[src/rtl/max7219_pkg.sv]
// max7219_pkg
//   Shared definitions for the MAX7219-style SPI receiver:
//   - frame length and register address map
//   - receiver FSM state type
//   - Code B font lookup (digit code -> {A,B,C,D,E,F,G})
package max7219_pkg;

   localparam int FRAME_BITS = 16;

   localparam logic [3:0] ADDR_NOOP      = 4'h0;
   localparam logic [3:0] ADDR_DIGIT0    = 4'h1;
   localparam logic [3:0] ADDR_DIGIT1    = 4'h2;
   localparam logic [3:0] ADDR_DIGIT2    = 4'h3;
   localparam logic [3:0] ADDR_DIGIT3    = 4'h4;
   localparam logic [3:0] ADDR_DIGIT4    = 4'h5;
   localparam logic [3:0] ADDR_DIGIT5    = 4'h6;
   localparam logic [3:0] ADDR_DIGIT6    = 4'h7;
   localparam logic [3:0] ADDR_DIGIT7    = 4'h8;
   localparam logic [3:0] ADDR_DECODE    = 4'h9;
   localparam logic [3:0] ADDR_INTENSITY = 4'hA;
   localparam logic [3:0] ADDR_SCANLIMIT = 4'hB;
   localparam logic [3:0] ADDR_SHUTDOWN  = 4'hC;
   localparam logic [3:0] ADDR_TEST      = 4'hF;

   typedef enum logic {
      ST_IDLE  = 1'b0,
      ST_SHIFT = 1'b1
   } rx_state_t;

   // Code B font: 0-9, '-', 'E', 'H', 'L', 'P', blank.
   function automatic logic [6:0] code_b_seg(input logic [3:0] code);
      logic [6:0] seg;
      case (code)
         4'h0:    seg = 7'h7E;
         4'h1:    seg = 7'h30;
         4'h2:    seg = 7'h6D;
         4'h3:    seg = 7'h79;
         4'h4:    seg = 7'h33;
         4'h5:    seg = 7'h5B;
         4'h6:    seg = 7'h5F;
         4'h7:    seg = 7'h70;
         4'h8:    seg = 7'h7F;
         4'h9:    seg = 7'h7B;
         4'hA:    seg = 7'h01;
         4'hB:    seg = 7'h4F;
         4'hC:    seg = 7'h37;
         4'hD:    seg = 7'h0E;
         4'hE:    seg = 7'h67;
         default: seg = 7'h00;
      endcase
      return seg;
   endfunction

endpackage

[src/rtl/max7219_spi_frame_receiver.sv]
// spi_frame_receiver
//   Synchronises CS/SCK/MOSI into the clk domain, detects edges and
//   assembles MSB-first frames. A frame ending with exactly FRAME_BITS
//   SCK rises produces a one-cycle o_accept with the frame on o_word;
//   any other non-zero count produces a one-cycle o_frame_error.
// Ports:
//   i_clk, i_res_n        clock, async active-low reset
//   i_cs, i_sck, i_mosi   raw SPI inputs (asynchronous)
//   o_accept              one-cycle pulse, frame complete
//   o_word[15:0]          assembled frame, valid while o_accept is high
//   o_frame_error         one-cycle pulse, wrong bit count
//   o_state               current receiver state
module spi_frame_receiver
   import max7219_pkg::*;
#(
   parameter int SYNC_STAGES = 2
) (
   input  logic        i_clk,
   input  logic        i_res_n,
   input  logic        i_cs,
   input  logic        i_sck,
   input  logic        i_mosi,
   output logic        o_accept,
   output logic [15:0] o_word,
   output logic        o_frame_error,
   output rx_state_t   o_state
);

   localparam logic [4:0] CNT_FULL = 5'(FRAME_BITS);
   localparam logic [4:0] CNT_SAT  = 5'(FRAME_BITS + 1);

   logic [SYNC_STAGES-1:0] r_cs_sync;
   logic [SYNC_STAGES-1:0] r_sck_sync;
   logic [SYNC_STAGES-1:0] r_mosi_sync;
   logic                   r_cs_hist;
   logic                   r_sck_hist;

   rx_state_t   r_state;
   logic [4:0]  r_bit_cnt;
   logic [15:0] r_shift;
   logic        r_accept;
   logic        r_error;

   logic        w_cs_s, w_sck_s, w_mosi_s;
   logic        w_cs_fall, w_cs_rise, w_sck_rise;
   logic [4:0]  w_cnt_next;
   logic [15:0] w_shift_next;

   // CS idles high, so its synchroniser resets high to avoid a false
   // edge right after reset release.
   always_ff @(posedge i_clk or negedge i_res_n) begin
      if (!i_res_n) begin
         r_cs_sync   <= '1;
         r_sck_sync  <= '0;
         r_mosi_sync <= '0;
         r_cs_hist   <= 1'b1;
         r_sck_hist  <= 1'b0;
      end else begin
         r_cs_sync   <= {r_cs_sync[SYNC_STAGES-2:0], i_cs};
         r_sck_sync  <= {r_sck_sync[SYNC_STAGES-2:0], i_sck};
         r_mosi_sync <= {r_mosi_sync[SYNC_STAGES-2:0], i_mosi};
         r_cs_hist   <= w_cs_s;
         r_sck_hist  <= w_sck_s;
      end
   end

   assign w_cs_s     = r_cs_sync[SYNC_STAGES-1];
   assign w_sck_s    = r_sck_sync[SYNC_STAGES-1];
   assign w_mosi_s   = r_mosi_sync[SYNC_STAGES-1];
   assign w_cs_fall  = r_cs_hist & ~w_cs_s;
   assign w_cs_rise  = ~r_cs_hist & w_cs_s;
   assign w_sck_rise = ~r_sck_hist & w_sck_s;

   // Next shift/count including an SCK rise in this cycle, so a bit that
   // coincides with CS rising is counted before the frame is judged.
   assign w_cnt_next   = (w_sck_rise && (r_bit_cnt < CNT_SAT)) ? r_bit_cnt + 5'd1 : r_bit_cnt;
   assign w_shift_next = w_sck_rise ? {r_shift[14:0], w_mosi_s} : r_shift;

   always_ff @(posedge i_clk or negedge i_res_n) begin
      if (!i_res_n) begin
         r_state   <= ST_IDLE;
         r_bit_cnt <= '0;
         r_shift   <= '0;
         r_accept  <= 1'b0;
         r_error   <= 1'b0;
      end else begin
         r_accept <= 1'b0;
         r_error  <= 1'b0;
         case (r_state)
            ST_IDLE: begin
               // An SCK rise in the same cycle as CS falling is dropped.
               if (w_cs_fall) begin
                  r_bit_cnt <= '0;
                  r_shift   <= '0;
                  r_state   <= ST_SHIFT;
               end
            end
            ST_SHIFT: begin
               r_bit_cnt <= w_cnt_next;
               r_shift   <= w_shift_next;
               if (w_cs_rise) begin
                  r_state <= ST_IDLE;
                  if (w_cnt_next == CNT_FULL) begin
                     r_accept <= 1'b1;
                  end else if (w_cnt_next != 5'd0) begin
                     r_error <= 1'b1;
                  end
               end
            end
            default: r_state <= ST_IDLE;
         endcase
      end
   end

   // r_shift is frozen in IDLE, so it still holds the frame during o_accept.
   assign o_accept      = r_accept;
   assign o_word        = r_shift;
   assign o_frame_error = r_error;
   assign o_state       = r_state;

endmodule

[src/rtl/max7219_receiver.sv]
// max7219_receiver
//   Receive side of a MAX7219-style display driver. Accepted SPI frames
//   are written into a shadow register file; digit_seg shows the segment
//   pattern of the digit chosen by digit_sel (raw or Code B decoded).
// Ports:
//   clk, res                   clock, async active-low reset
//   cs_in, sck_in, mosi_in     SPI inputs (asynchronous)
//   digit_sel[2:0]             digit register to display
//   word_valid                 one-cycle pulse per accepted frame
//   word_out[15:0]             last accepted frame
//   frame_error                one-cycle pulse per malformed frame
//   shutdown_n, decode_mode, intensity, scan_limit, display_test
//                              control register contents
//   digit_seg[7:0]             {DP,A,B,C,D,E,F,G} of selected digit
module max7219_receiver
   import max7219_pkg::*;
#(
   parameter int SYNC_STAGES = 2
) (
   input  logic        clk,
   input  logic        res,
   input  logic        cs_in,
   input  logic        sck_in,
   input  logic        mosi_in,
   input  logic [2:0]  digit_sel,
   output logic        word_valid,
   output logic [15:0] word_out,
   output logic        frame_error,
   output logic        shutdown_n,
   output logic [7:0]  decode_mode,
   output logic [3:0]  intensity,
   output logic [2:0]  scan_limit,
   output logic        display_test,
   output logic [7:0]  digit_seg,
   output rx_state_t   rx_state
);

   logic        w_rx_accept;
   logic [15:0] w_rx_word;
   logic [3:0]  w_addr;
   logic [7:0]  w_data;
   logic [7:0]  w_raw;

   logic [7:0]  r_digit [8];
   logic [7:0]  r_decode;
   logic [3:0]  r_intensity;
   logic [2:0]  r_scan_limit;
   logic        r_shutdown_n;
   logic        r_test;
   logic        r_word_valid;
   logic [15:0] r_word_out;

   spi_frame_receiver #(
      .SYNC_STAGES (SYNC_STAGES)
   ) u_rx (
      .i_clk         (clk),
      .i_res_n       (res),
      .i_cs          (cs_in),
      .i_sck         (sck_in),
      .i_mosi        (mosi_in),
      .o_accept      (w_rx_accept),
      .o_word        (w_rx_word),
      .o_frame_error (frame_error),
      .o_state       (rx_state)
   );

   assign w_addr = w_rx_word[11:8];
   assign w_data = w_rx_word[7:0];

   // Register write and word_valid land in the same cycle.
   always_ff @(posedge clk or negedge res) begin
      if (!res) begin
         for (int i = 0; i < 8; i++) r_digit[i] <= '0;
         r_decode     <= '0;
         r_intensity  <= '0;
         r_scan_limit <= '0;
         r_shutdown_n <= 1'b0;
         r_test       <= 1'b0;
         r_word_valid <= 1'b0;
         r_word_out   <= '0;
      end else begin
         r_word_valid <= w_rx_accept;
         if (w_rx_accept) begin
            r_word_out <= w_rx_word;
            case (w_addr)
               ADDR_DIGIT0:    r_digit[0]   <= w_data;
               ADDR_DIGIT1:    r_digit[1]   <= w_data;
               ADDR_DIGIT2:    r_digit[2]   <= w_data;
               ADDR_DIGIT3:    r_digit[3]   <= w_data;
               ADDR_DIGIT4:    r_digit[4]   <= w_data;
               ADDR_DIGIT5:    r_digit[5]   <= w_data;
               ADDR_DIGIT6:    r_digit[6]   <= w_data;
               ADDR_DIGIT7:    r_digit[7]   <= w_data;
               ADDR_DECODE:    r_decode     <= w_data;
               ADDR_INTENSITY: r_intensity  <= w_data[3:0];
               ADDR_SCANLIMIT: r_scan_limit <= w_data[2:0];
               ADDR_SHUTDOWN:  r_shutdown_n <= w_data[0];
               ADDR_TEST:      r_test       <= w_data[0];
               default: ;      // ADDR_NOOP, 0xD, 0xE
            endcase
         end
      end
   end

   // Decoded digits keep DP from bit 7; bits 6:4 are ignored.
   always_comb begin
      w_raw     = r_digit[digit_sel];
      digit_seg = w_raw;
      if (r_decode[digit_sel]) digit_seg = {w_raw[7], code_b_seg(w_raw[3:0])};
   end

   assign word_valid   = r_word_valid;
   assign word_out     = r_word_out;
   assign shutdown_n   = r_shutdown_n;
   assign decode_mode  = r_decode;
   assign intensity    = r_intensity;
   assign scan_limit   = r_scan_limit;
   assign display_test = r_test;

endmodule

[config.mk]
export PLATFORM = sky130hd
export DESIGN_NAME = max7219_receiver
export DESIGN_NICKNAME = d
export VERILOG_FILES = /design/src/rtl/max7219_pkg.sv /design/src/rtl/max7219_spi_frame_receiver.sv /design/src/rtl/max7219_receiver.sv
export SDC_FILE = /design/constraint.sdc
export NUM_CORES = 1
export LEC_CHECK = 0
export BUFFER_PORTS_ARGS = -buffer_cell sky130_fd_sc_hd__buf_2
export CORE_UTILIZATION = 60
export CTS_BUF_LIST = sky130_fd_sc_hd__clkbuf_8
export DETAILED_ROUTE_END_ITERATION = 12
export PLACE_DENSITY = 0.77
export SLEW_MARGIN = 20
export SYNTH_ARGS = -nofsm -noshare
export SYNTH_HDL_FRONTEND = slang
export SYNTH_SLANG_ARGS = --single-unit
[constraint.sdc]
create_clock -name clk -period 4.13 [get_ports clk]
set_input_delay 0.826 -clock clk [delete_from_list [all_inputs] [get_ports clk]]
set_output_delay 0.826 -clock clk [all_outputs]
set_load 0.02 [all_outputs]
==> results.yml <==
outcome:
  status: "finished clean"
worst_setup_path:
  cp-start-kind: "primary input"
  cpPeakStageDelay_ns: 0.51
  critPathKind: "in -> out"
  cp_slowest_cell: "mux4_2"
  path_max_fanout: 6
  r2r_setup_slack_ns: 1.89
  r2r_start: "u_rx.r_sck_sync[1]$_DFF_PN0_"
  worst-r2r-cell-count: 4
  arrival_ns: 2.92
  r2r-end: "u_rx.o_word[1]$_DFFE_PN0P_"
  crit_required_ns: 3.30
  path_cells: "buf_2 > mux4_2 > mux2_2 > ha_1 > nor2_1 > nor2_1 > a2111oi_0 > a211oi_1 > buf_2"
  endpoint_kind: "primary output"
finish:
  fillers: 627
  design_area_um2: 6623
  seqCellArea_um2: 3257
  nets: 474
  final_common_cell: "dfrtp_1"
  multi_input_area_um2: 2425
  syn_to_final_growth_pct: 13.66
  final_util_pct: 71.00
  layout_common_cells: "127 x dfrtp_1, 100 x mux2_2, 50 x buf_2"
  insertedDiodeCount: 0
  drive_above_1_share_pct: 47.13
global_routing:
  grt_antenna_before_repair: 0
  grt_usage_pct: 26.99
  overflow: 0
  grt_pass1_vias: 3720
  grt_pass1_wl_mm: 19.95
  grt_max_degree: 78
sta:
  hold_viol_final: 0
  worst_slack_ns: 0.3863
  tightest_slew_ns: 1.080
  skew_ns: 0.01602
  tns_ns: 0
  max_freq_mhz: 267.1
  rsz0062_at_grt: "false"
  finalMaxSlewViolations: 0
  setup_viol: 0
  timing.final.crit_period_ns: 3.744
  finalCritPeriodShare_pct: 90.65
  worst_hold_slack_ns: 0.3520
  timing.slew.headroom_pct: 27.75
synth:
  ys_ff_latch: 130
  synth.avg_cell_area_um2: 14.39
  synth_edf_count: 0
  yosys-top-cells-area: "dfrtp_1 55%, mux2_2 19%, mux4_2 7.0%"
  synthDistinctLibCells: 50
  synth_top_area_share_pct: 54.54
  synth_fp_nets: 421
  synth-async-reset-ratio_pct: 100.0
  ys.flop_type: "dfrtp_1"
  yosysWarnings: 0
  synth-seq-area-share_pct: 55.89
  synthCells: 405
  synth_top_area_cell: "dfrtp_1"
  synth_area_um2: 5827
routing:
  via_per_inst: 5.980
  wl_per_cell_um: 19.96
  dr_wl_met3_um: 435
  top_layer_used: "met4"
  drc: 0
  first_pass_iters: 4
  drt_iter0_markers: 158
  routed_wirelength_mm: 11.97
  route.met2.wl_mm: 5.819
  met1Wirelength_mm: 5.550
  antenna_left: 0
  num_vias: 3588
clock_network:
  clkSlewWorstSetupHoldPaths_ns: 0.09
  ctsRootBufferMaster: "clkbuf_8"
  post_cts_resized: 0
  hold_buffers: 0
  h-tree-depth: 4
  worstSkewPairLatency_ns: 0.44
  post_cts_buffers: 0
  cts_made_buffers: 17
  tritoncts: "done"
  clock_path_buffers: 2
  clock-sinks: 130
min_path:
  hold_path.class: "reg -> reg"
  min_path_cells: 0
  holdPathEnd: "u_rx.r_mosi_sync[1]$_DFF_PN0_"
  hp-start: "u_rx.r_mosi_sync[0]$_DFF_PN0_"
die:
  die_x_um: 100.5
  die_y_um: 100.5
  fp-row-count: 35
  core-area_um2: 9328
  start_util_pct: 62.47
  io_pins: 52
  die_area_um2: 10110
job:
  cap_violations: 0
placed_design:
  routabilityCongestion: 0.8281
  post_dp_cell_area_um2: 6206
  hpwl_mm: 8.050
  numPortBuffers: 51
  post-place-ws_ns: 0.4009
pwr:
  power_density_nw_per_um2: 391.0
  p_leak_uw: 0.003384
  ir_worst_vdd_v: 0.0002381
-- per-stage QoR --
stage                     std cells  total power [µW]
final                           600              2589
after global routing            600              2682
after CTS                       600              2612
after detailed placement        568              1468
after global placement          568              1463
after floorplan                 405              1411
-- synth_stat cells (2+ instances only) --
cell	instances
nand2b_1	2
nand3b_1	2
o211ai_1	3
clkbuf_1	20
o21ai_1	2
nand4b_1	2
nor2_1	20
xor2_1	3
ha_1	8
dfstp_2	3
inv_1	5
dfrtp_1	127
a2111oi_0	3
a22o_1	16
nand3_1	2
mux2_2	100
mux2i_1	10
mux4_2	18
or3_1	2
nor2b_1	3
a21oi_1	2
nor4b_1	2
buf_2	5
nand2_1	16
o21ai_0	4
-- critical path, delay by kind of cell --
| family | cells | cell delay [ns] |
|---|---|---|
| adders and majority gates | 1 | 0.23 |
| AOI/OAI and AO/OA | 2 | 0.48 |
| buffers and inverters | 2 | 0.38 |
| and+or+nand+nor | 2 | 0.15 |
| muxes | 2 | 0.85 |
-- worst max path at each step --
stage	slack (ns)	cells after the start	endpoint	start
floorplan	0.39	8	digit_seg[5]	digit_sel[1]
detailed placement	0.40	9	digit_seg[5]	digit_sel[0]
finish	0.39	9	digit_seg[5]	digit_sel[0]
global placement	0.42	9	digit_seg[5]	digit_sel[0]
CTS	0.39	9	digit_seg[5]	digit_sel[0]
global route	0.17	9	digit_seg[5]	digit_sel[0]
-- flip-flops by register name (all words and copies together) (netlist names), 2 cells and up --
signal / count
scan_limit: 3
decode_mode: 8
u_rx.r_mosi_sync: 2
u_rx.r_cs_sync: 2
u_rx.o_word: 16
intensity: 4
word_out: 16
r_digit: 64
u_rx.r_sck_sync: 2
u_rx.r_bit_cnt: 5
-- kinds of logic after synthesis --
group,share of synthesized area [%]
multiplexers,28.82
buffers and inverters,2.491
XOR/XNOR,0.6014
flip-flops,55.89
adder cells (fa/ha/maj),1.718
AO/OA/AOI/OAI,5.347
AND/OR/NAND/NOR,5.132
-- report_power, final --
group	internal [µW]	switching (µW)	leakage, µW	total (µW)
clock	569	578	0.000216	1150
combinational	41.7	67.9	0.00138	110
sequential	1290	43.3	0.00179	1330
total	1900	689	0.00338	2590
-- layout make-up --
class / instances / area share, %
clock buffer: 17 / 3.533
clock inverter: 15 / 2.758
inverter: 6 / 0.3401
multi-input combinational: 241 / 36.61
sequential: 130 / 49.18
tap: 129 / 2.437
timing repair buffer: 62 / 5.139
-- metal layers --
layer | global-route usage, % | vias to the layer above
met5 | 0 | -
met4 | 9.253 | 0
met3 | 5.895 | 19
met2 | 42.94 | 86
met1 | 37.29 | 1884
li1 | - | 1599
Note: power is estimated with default switching activity, not from simulation.
